`src/rtl/subsystem_ctrl.sv`:
```
// Command sequencer for the regfile+ALU subsystem: expands ALU/LOADI commands into
// read/execute/write-back strobes, tracks a sticky overflow flag and a retire count.
module subsystem_ctrl #(
   parameter int AddrSize  = 6,
   parameter int DataSize  = 32,
   parameter int ALUopSize = 4,
   parameter int CntSize   = 16
) (
   input  logic                 clk,
   input  logic                 rst,
   input  logic                 cmd_valid,
   output logic                 cmd_ready,
   input  logic                 cmd_type,
   input  logic [ALUopSize-1:0] cmd_op,
   input  logic [AddrSize-1:0]  cmd_dst,
   input  logic [AddrSize-1:0]  cmd_src1,
   input  logic [AddrSize-1:0]  cmd_src2,
   input  logic [DataSize-1:0]  cmd_imm,
   output logic                 reg_enable,
   output logic                 reg_write,
   output logic [AddrSize-1:0]  src1_addr,
   output logic [AddrSize-1:0]  src2_addr,
   output logic [AddrSize-1:0]  write_addr,
   output logic [DataSize-1:0]  write_data,
   output logic                 write_sel,
   output logic                 alu_enable,
   output logic [ALUopSize-1:0] alu_op,
   input  logic                 alu_overflow,
   input  logic                 ovf_clr,
   output logic                 ovf_flag,
   output logic                 done,
   output logic [CntSize-1:0]   retire_cnt
);

   typedef enum logic [2:0] {IDLE, READ, EXEC, WSETUP, WCOMMIT} state_t;

   state_t state, state_nxt;

   logic                 type_q;
   logic [AddrSize-1:0]  dst_q;
   logic [ALUopSize-1:0] op_q;

   logic                 accept;
   logic                 reg_enable_nxt, reg_write_nxt, write_sel_nxt, alu_enable_nxt, done_nxt;
   logic [AddrSize-1:0]  src1_nxt, src2_nxt, waddr_nxt;
   logic [DataSize-1:0]  wdata_nxt;
   logic [ALUopSize-1:0] op_nxt;

   assign cmd_ready = (state == IDLE);
   assign accept    = cmd_valid & cmd_ready;

   // Outputs are computed for the state being entered, then registered with it.
   always_comb begin
      state_nxt      = state;
      reg_enable_nxt = 1'b0;
      reg_write_nxt  = 1'b0;
      write_sel_nxt  = 1'b0;
      alu_enable_nxt = 1'b0;
      done_nxt       = 1'b0;
      src1_nxt       = src1_addr;
      src2_nxt       = src2_addr;
      waddr_nxt      = write_addr;
      wdata_nxt      = write_data;
      op_nxt         = alu_op;
      case (state)
         IDLE: begin
            if (accept) begin
               reg_enable_nxt = 1'b1;
               if (cmd_type) begin
                  state_nxt = READ;
                  src1_nxt  = cmd_src1;
                  src2_nxt  = cmd_src2;
               end else begin
                  state_nxt = WSETUP;
                  waddr_nxt = cmd_dst;
                  wdata_nxt = cmd_imm;
               end
            end
         end
         READ: begin
            state_nxt      = EXEC;
            reg_enable_nxt = 1'b1;
            alu_enable_nxt = 1'b1;
            op_nxt         = op_q;
         end
         EXEC: begin
            state_nxt      = WSETUP;
            reg_enable_nxt = 1'b1;
            alu_enable_nxt = 1'b1;
            write_sel_nxt  = 1'b1;
            waddr_nxt      = dst_q;
         end
         WSETUP: begin
            state_nxt      = WCOMMIT;
            reg_enable_nxt = 1'b1;
            reg_write_nxt  = 1'b1;
            alu_enable_nxt = type_q;
            write_sel_nxt  = type_q;
         end
         WCOMMIT: begin
            state_nxt = IDLE;
            done_nxt  = 1'b1;
         end
         default: state_nxt = IDLE;
      endcase
   end

   always_ff @(posedge clk or negedge rst) begin
      if (!rst) begin
         state      <= IDLE;
         type_q     <= 1'b0;
         dst_q      <= '0;
         op_q       <= '0;
         reg_enable <= 1'b0;
         reg_write  <= 1'b0;
         write_sel  <= 1'b0;
         alu_enable <= 1'b0;
         done       <= 1'b0;
         src1_addr  <= '0;
         src2_addr  <= '0;
         write_addr <= '0;
         write_data <= '0;
         alu_op     <= '0;
      end else begin
         state      <= state_nxt;
         reg_enable <= reg_enable_nxt;
         reg_write  <= reg_write_nxt;
         write_sel  <= write_sel_nxt;
         alu_enable <= alu_enable_nxt;
         done       <= done_nxt;
         src1_addr  <= src1_nxt;
         src2_addr  <= src2_nxt;
         write_addr <= waddr_nxt;
         write_data <= wdata_nxt;
         alu_op     <= op_nxt;
         if (accept) begin
            type_q <= cmd_type;
            dst_q  <= cmd_dst;
            op_q   <= cmd_op;
         end
      end
   end

   // Overflow is only meaningful on the edge that ends EXEC; a set beats a clear.
   always_ff @(posedge clk or negedge rst) begin
      if (!rst) begin
         ovf_flag   <= 1'b0;
         retire_cnt <= '0;
      end else begin
         if ((state == EXEC) && alu_overflow) ovf_flag <= 1'b1;
         else if (ovf_clr)                    ovf_flag <= 1'b0;
         if (state == WCOMMIT) retire_cnt <= retire_cnt + {{(CntSize-1){1'b0}}, 1'b1};
      end
   end

endmodule

```
`config.mk`:
```
export PLATFORM = sky130hd
export DESIGN_NAME = subsystem_ctrl
export DESIGN_NICKNAME = d
export VERILOG_FILES = /design/src/rtl/subsystem_ctrl.sv
export SDC_FILE = /design/constraint.sdc
export NUM_CORES = 1
export LEC_CHECK = 0
export CAP_MARGIN = 20
export CELL_PAD_IN_SITES_DETAIL_PLACEMENT = 1
export CELL_PAD_IN_SITES_GLOBAL_PLACEMENT = 2
export CORE_MARGIN = 2
export CORE_UTILIZATION = 26
export DETAILED_ROUTE_END_ITERATION = 10
export PLACE_DENSITY_LB_ADDON = 0.1
export SLEW_MARGIN = 40
export SYNTH_ARGS = -nofsm -noshare
export SYNTH_HDL_FRONTEND = slang
export SYNTH_SLANG_ARGS = --single-unit
```
`constraint.sdc`:
```
create_clock -name clk -period 1.8 [get_ports clk]
set_input_delay 0.36 -clock clk [delete_from_list [all_inputs] [get_ports clk]]
set_output_delay 0.36 -clock clk [all_outputs]
set_load 0.01 [all_outputs]
```
* Word level (Yosys, flattened, before mapping)
Cells that the tools add are included.
** Cells by class
- Add/sub/neg operators :: 1
- Equality and inequality tests :: 6
- Muxes and demuxes :: 14
- Bitwise logic cells :: 2
- Reduce and logical (&&, ||, !) cells :: 9
** Operators with widths (count)
- $add 16x1->16 const B :: 1
- $mux 6 :: 2
- $pmux 3 s4 :: 1
- $pmux 6 s2 :: 1
- $reduce_and 3->1 :: 3
- $eq 3x2->1 const B :: 2
- $pmux 1 s2 :: 3
- $mux 1 :: 5
- $reduce_bool 2->1 :: 2
- $eq 3x1->1 const B :: 1
- $eq 3x3->1 const B :: 1
- $logic_not 3->1 :: 1
- $mux 3 :: 1
- $reduce_or 3->1 :: 1
- $mux 2 :: 1
- $ne 2x1->1 const B :: 1
- $ne 2x2->1 const B :: 1
- $reduce_or 2->1 :: 1
- $and 1x1->1 :: 1
- $logic_and 1x1->1 :: 1
- $not 1->1 :: 1
** Word-level totals
- Register bits after elaboration :: 90
- Bits of input ports :: 60
- Output and inout port bits :: 77
- Word-level logic and storage cells :: 48

* Logic depth before layout (Yosys ltp)
- Word-level depth :: 4
- Mapped depth :: 6
- Mapped depth without buffers :: 4

* Worst setup path before layout
No wires, ideal clock.
- Path type :: register to register
- Start :: register state[2]
- End :: register src1_addr[0]
- Library setup time :: 128 ps
- Data arrival time :: 1368 ps
- Required time :: 1672 ps
- Path slack :: 305 ps
- Stages on the path, launching flop included :: 5
- Path buffers :: 1
- Period minus slack after synthesis :: 1495 ps
- Path through :: dfrtp_1 nor4b_4 nand2_1 buf_2 mux2_1
** Between the ends
- Longest elaborated chain between the ends :: 3
** Ends and longest elaborated chain
- from (decl) :: RTL line 37 : state_t state, state_nxt;
- from (signal assigned) :: RTL line 125 : state <= state_nxt;
- $logic_not 3->1 (*) :: RTL line 49, 65
- $and 1x1->1 :: RTL line 50 : assign accept = cmd_valid & cmd_ready;
- $reduce_and 3->1 (no source line) (*)
- to (signal assigned) :: RTL line 131 : src1_addr <= src1_nxt;
- to (decl) :: RTL line 21 : output logic [AddrSize-1:0] src1_addr,
Every way passes the cells marked *; elsewhere a longest branch is shown, timed or not.
A chain may end at the register's enable or synchronous reset.

* Worst setup path in the final report
- Start :: register retire_cnt[9]
- End :: output retire_cnt[9]
** RTL lines
- from (decl) :: RTL line 32 : output logic [CntSize-1:0] retire_cnt
- from (signal assigned) :: RTL line 152 : if (state == WCOMMIT) retire_cnt <= retire_cnt + {{(CntSize-1){1'b0}}, 1'b1};
No word-level cell between the ends.

==> impl_metrics.tcl <==
set metrics [dict create \
    area_delta_synth_final_pct 57.0 \
    path_class "reg -> out" \
    drcViolationCount 0 \
    drtIter0Drc 57 \
    first_global_vias 3079 \
    nets_in_the_synthesized_netlist 378 \
    cts_setup_buffers 0 \
    fmaxAchievable_ghz 0.582 \
    outcome "completed" \
    num_antenna_cells 0 \
    power_density_nw_per_um2 1600 \
    post-route-min-period_ns 1.72 \
    drt-total-wl_um 9520 \
    crit_buf_inv 1 \
    layout.cells.most_common "clkdlybuf4s50_1" \
    detailedRoute.firstPassIterationCount 3 \
    worstSkewPairLatency_ns 0.34 \
    worst_ir_drop_vdd_uv 536 \
    fp.dieW_um 121 \
    clock_path_buffers 2 \
    crit_path_cell_trace "clkdlybuf4s50_1" \
    crit_cells 1 \
    port_buffers 136 \
    ff2ff_path_depth 6 \
    worst-slew-pin-transition_ns 0.380 \
    startpoint_type "flip-flop" \
    mean_area_per_synthesized_cell_um2 11.2 \
    critPathMaxFanout 6 \
    ys_seq_elements 90 \
    congestion_overflow_gr 0 \
    cts_num_sinks 90 \
    synthTopCellsByArea "dfrtp_1 (64%), nand2_1 (11%), mux2_1 (6.7%)" \
    htreeDepth 3 \
    postLayoutCoreUtil 0.418 \
    report.final.hold_viol_count 0 \
    maxCapViolations 0 \
    mostFrequentLayoutCells "clkdlybuf4s50_1 (134), nand2_1 (103), dfrtp_1 (89)" \
    worstSetupStartpoint "retire_cnt[9]" \
    library_cell_with_the_largest_summed_area_after_synthesis "dfrtp_1" \
    synth_area_um2 3540 \
    global_route.usage.total 0.139 \
    clockRootBuffer "clkbuf_16" \
    reg2reg_slack_ns 0.13 \
    grt_first_pass_wirelength_um 15700 \
    hold_path.class "reg -> reg" \
    critPathCapture "retire_cnt[9]" \
    worst_r2r_endpoint "write_data[29]" \
    final_nets 525 \
    rsz_0062_raised_after_global_routing "false" \
    pre_cts_slack_ns -0.234 \
    layout_worst_path_cycle_share 0.954 \
    yosys.area_share.adder 0.00353 \
    report.final.setup_viol 0 \
    pin_count 137 \
    tritoncts_clock_tree "yes" \
    drt-vias-per-instance 4.33 \
    synth.yosys.warnings 0 \
    critical_path.reg2reg.startpoint "state[1]" \
    post_drt_wl_per_cell_um 14.8 \
    critPathTopFamily "buffers and inverters" \
    cell_count_after_synthesis 317 \
    grt_antenna_before_repair 0 \
    synth_top_family_by_area "simple AND/OR/NAND/NOR gates" \
    synth_largest_type_area_fraction 0.636 \
    synth_seq_area_share 0.636 \
    cp_slowest_cell "clkdlybuf4s50_1" \
    cp-end-kind "output port" \
    report.final.slew_viol_count 0 \
    power.static_leakage_nw 2.48 \
    synth.lib_cells_used.distinct 29 \
    grt_max_degree 40 \
    die_h_um 121 \
    fraction_of_final_layout_cells_with_drive_strength_greater_than_1 0.0896 \
    initial_utilization 0.266 \
    drt.antenna.violating_nets 0 \
    layout_setup_ws_ns 0.0826 \
    slew-limit-headroom 0.745 \
    numCtsBuffers 9 \
    worst_setup_hold_path_clk_slew_ns 0.07 \
    synth.mux.area_fraction 0.0859 \
    core_um2 13300 \
    post_synth_and_or_nand_nor_area_fraction 0.199 \
    place_hpwl_um 6840 \
    placementRows 42 \
    design.die.area_um2 14600 \
    synth_compound_area_frac 0.0184 \
    synth-xor-area-share 0.0371 \
    clock_skew_ns 0.00561 \
    gp_congestion 0.722 \
    vias 2792 \
    cp.arrival_ns 1.36 \
    required_ns 1.44 \
    cp_slowest_stage_delay_ns 0.57 \
]
[metrics by stage]
step	power (W)	setup TNS (ns)	std cells	hold WS [ns]	area [um2]
after global routing	0.00953	0	645	0.498	5560
after floorplan	0.00481	0	317	0.0644	3540
after CTS	0.00908	0	645	0.477	5560
after detailed placement	0.00693	-10.63	628	0.312	5220
after global placement	0.00682	-4.55	628	0.315	5220
final	0.00890	0	645	0.473	5560
[worst min path at each step]
stage	start	end	slack, ns	cells past startpoint
2_1_floorplan	rst	alu_enable	0.06	0
3_3_place_gp	rst	src1_addr[4]	0.31	1
3_5_place_dp	rst	src1_addr[4]	0.31	1
4_1_cts	retire_cnt[15]	retire_cnt[15]	0.48	1
5_1_grt	write_data[9]	write_data[9]	0.50	2
6_report	retire_cnt[15]	retire_cnt[15]	0.47	1
[final cells by class]
| type | instances | area [um2] |
|---|---|---|
| Clock buffer | 12 | 256 |
| Clock inverter | 4 | 73.8 |
| Fill cell | 1471 | 7740 |
| Inverter | 2 | 7.51 |
| Multi-Input combinational cell | 211 | 1220 |
| Sequential cell | 90 | 2250 |
| Tap cell | 176 | 220 |
| Timing Repair Buffer | 150 | 1530 |
[timing repair]
item,CTS,global route
endpoints found under the setup margin,1,5
pin swaps,0,1
hold buffers,1,0
hold endpoints to repair,25,0
resized for setup,1,1
[kinds of logic (layout without fill, tap and decap cells)]
family | after synthesis | count (layout)
simple gates | 158 | 158
flops | 90 | 90
mux | 27 | 27
buf+inv | 16 | 168
xor+xnor | 15 | 15
compound gates | 10 | 10
fa+ha+maj | 1 | 1
[cells in the mapped netlist]
cell type and count:
nand2b_1 1, nor3b_2 1, clkbuf_1 5, a211oi_1 1, nor4b_4 1, nor2_1 24
and4_1 2, buf_2 9, and2_1 4, o22ai_1 6, nand4_2 1, and3_1 1
nand4_1 4, nor3_2 1, xnor2_1 10, mux2_2 6, nor2b_1 3, and4bb_2 1
o21a_1 2, nand2_1 103, ha_1 1, nor3b_1 1, dfrtp_1 90, o21ai_0 1
nor3_1 4, mux2_1 21, nand3_1 6, xor2_1 5, inv_1 2
[registers in the layout, indices dropped and copies added, names as in the netlist]
signal	flops
done	1
dst_q	6
alu_enable	1
type_q	1
state	3
write_addr	6
alu_op	4
reg_enable	1
src1_addr	6
op_q	4
reg_write	1
src2_addr	6
retire_cnt	16
write_data	32
write_sel	1
ovf_flag	1
[power breakdown]
part,total (W),internal [W],switching [W]
logic,0.00344,0.00197,0.00148
registers,0.00337,0.00287,0.000500
clock network,0.00209,0.00129,0.000793
[per-layer routing]
layer / up-vias / track usage / routed length [um]
li1: 1322 / - / -
met1: 1371 / 0.167 / 4080
met2: 90 / 0.226 / 4570
met3: 9 / 0.0472 / 699
met4: 0 / 0.0589 / 166
met5: - / 0 / 0
Power figures use the tool's default switching activity.
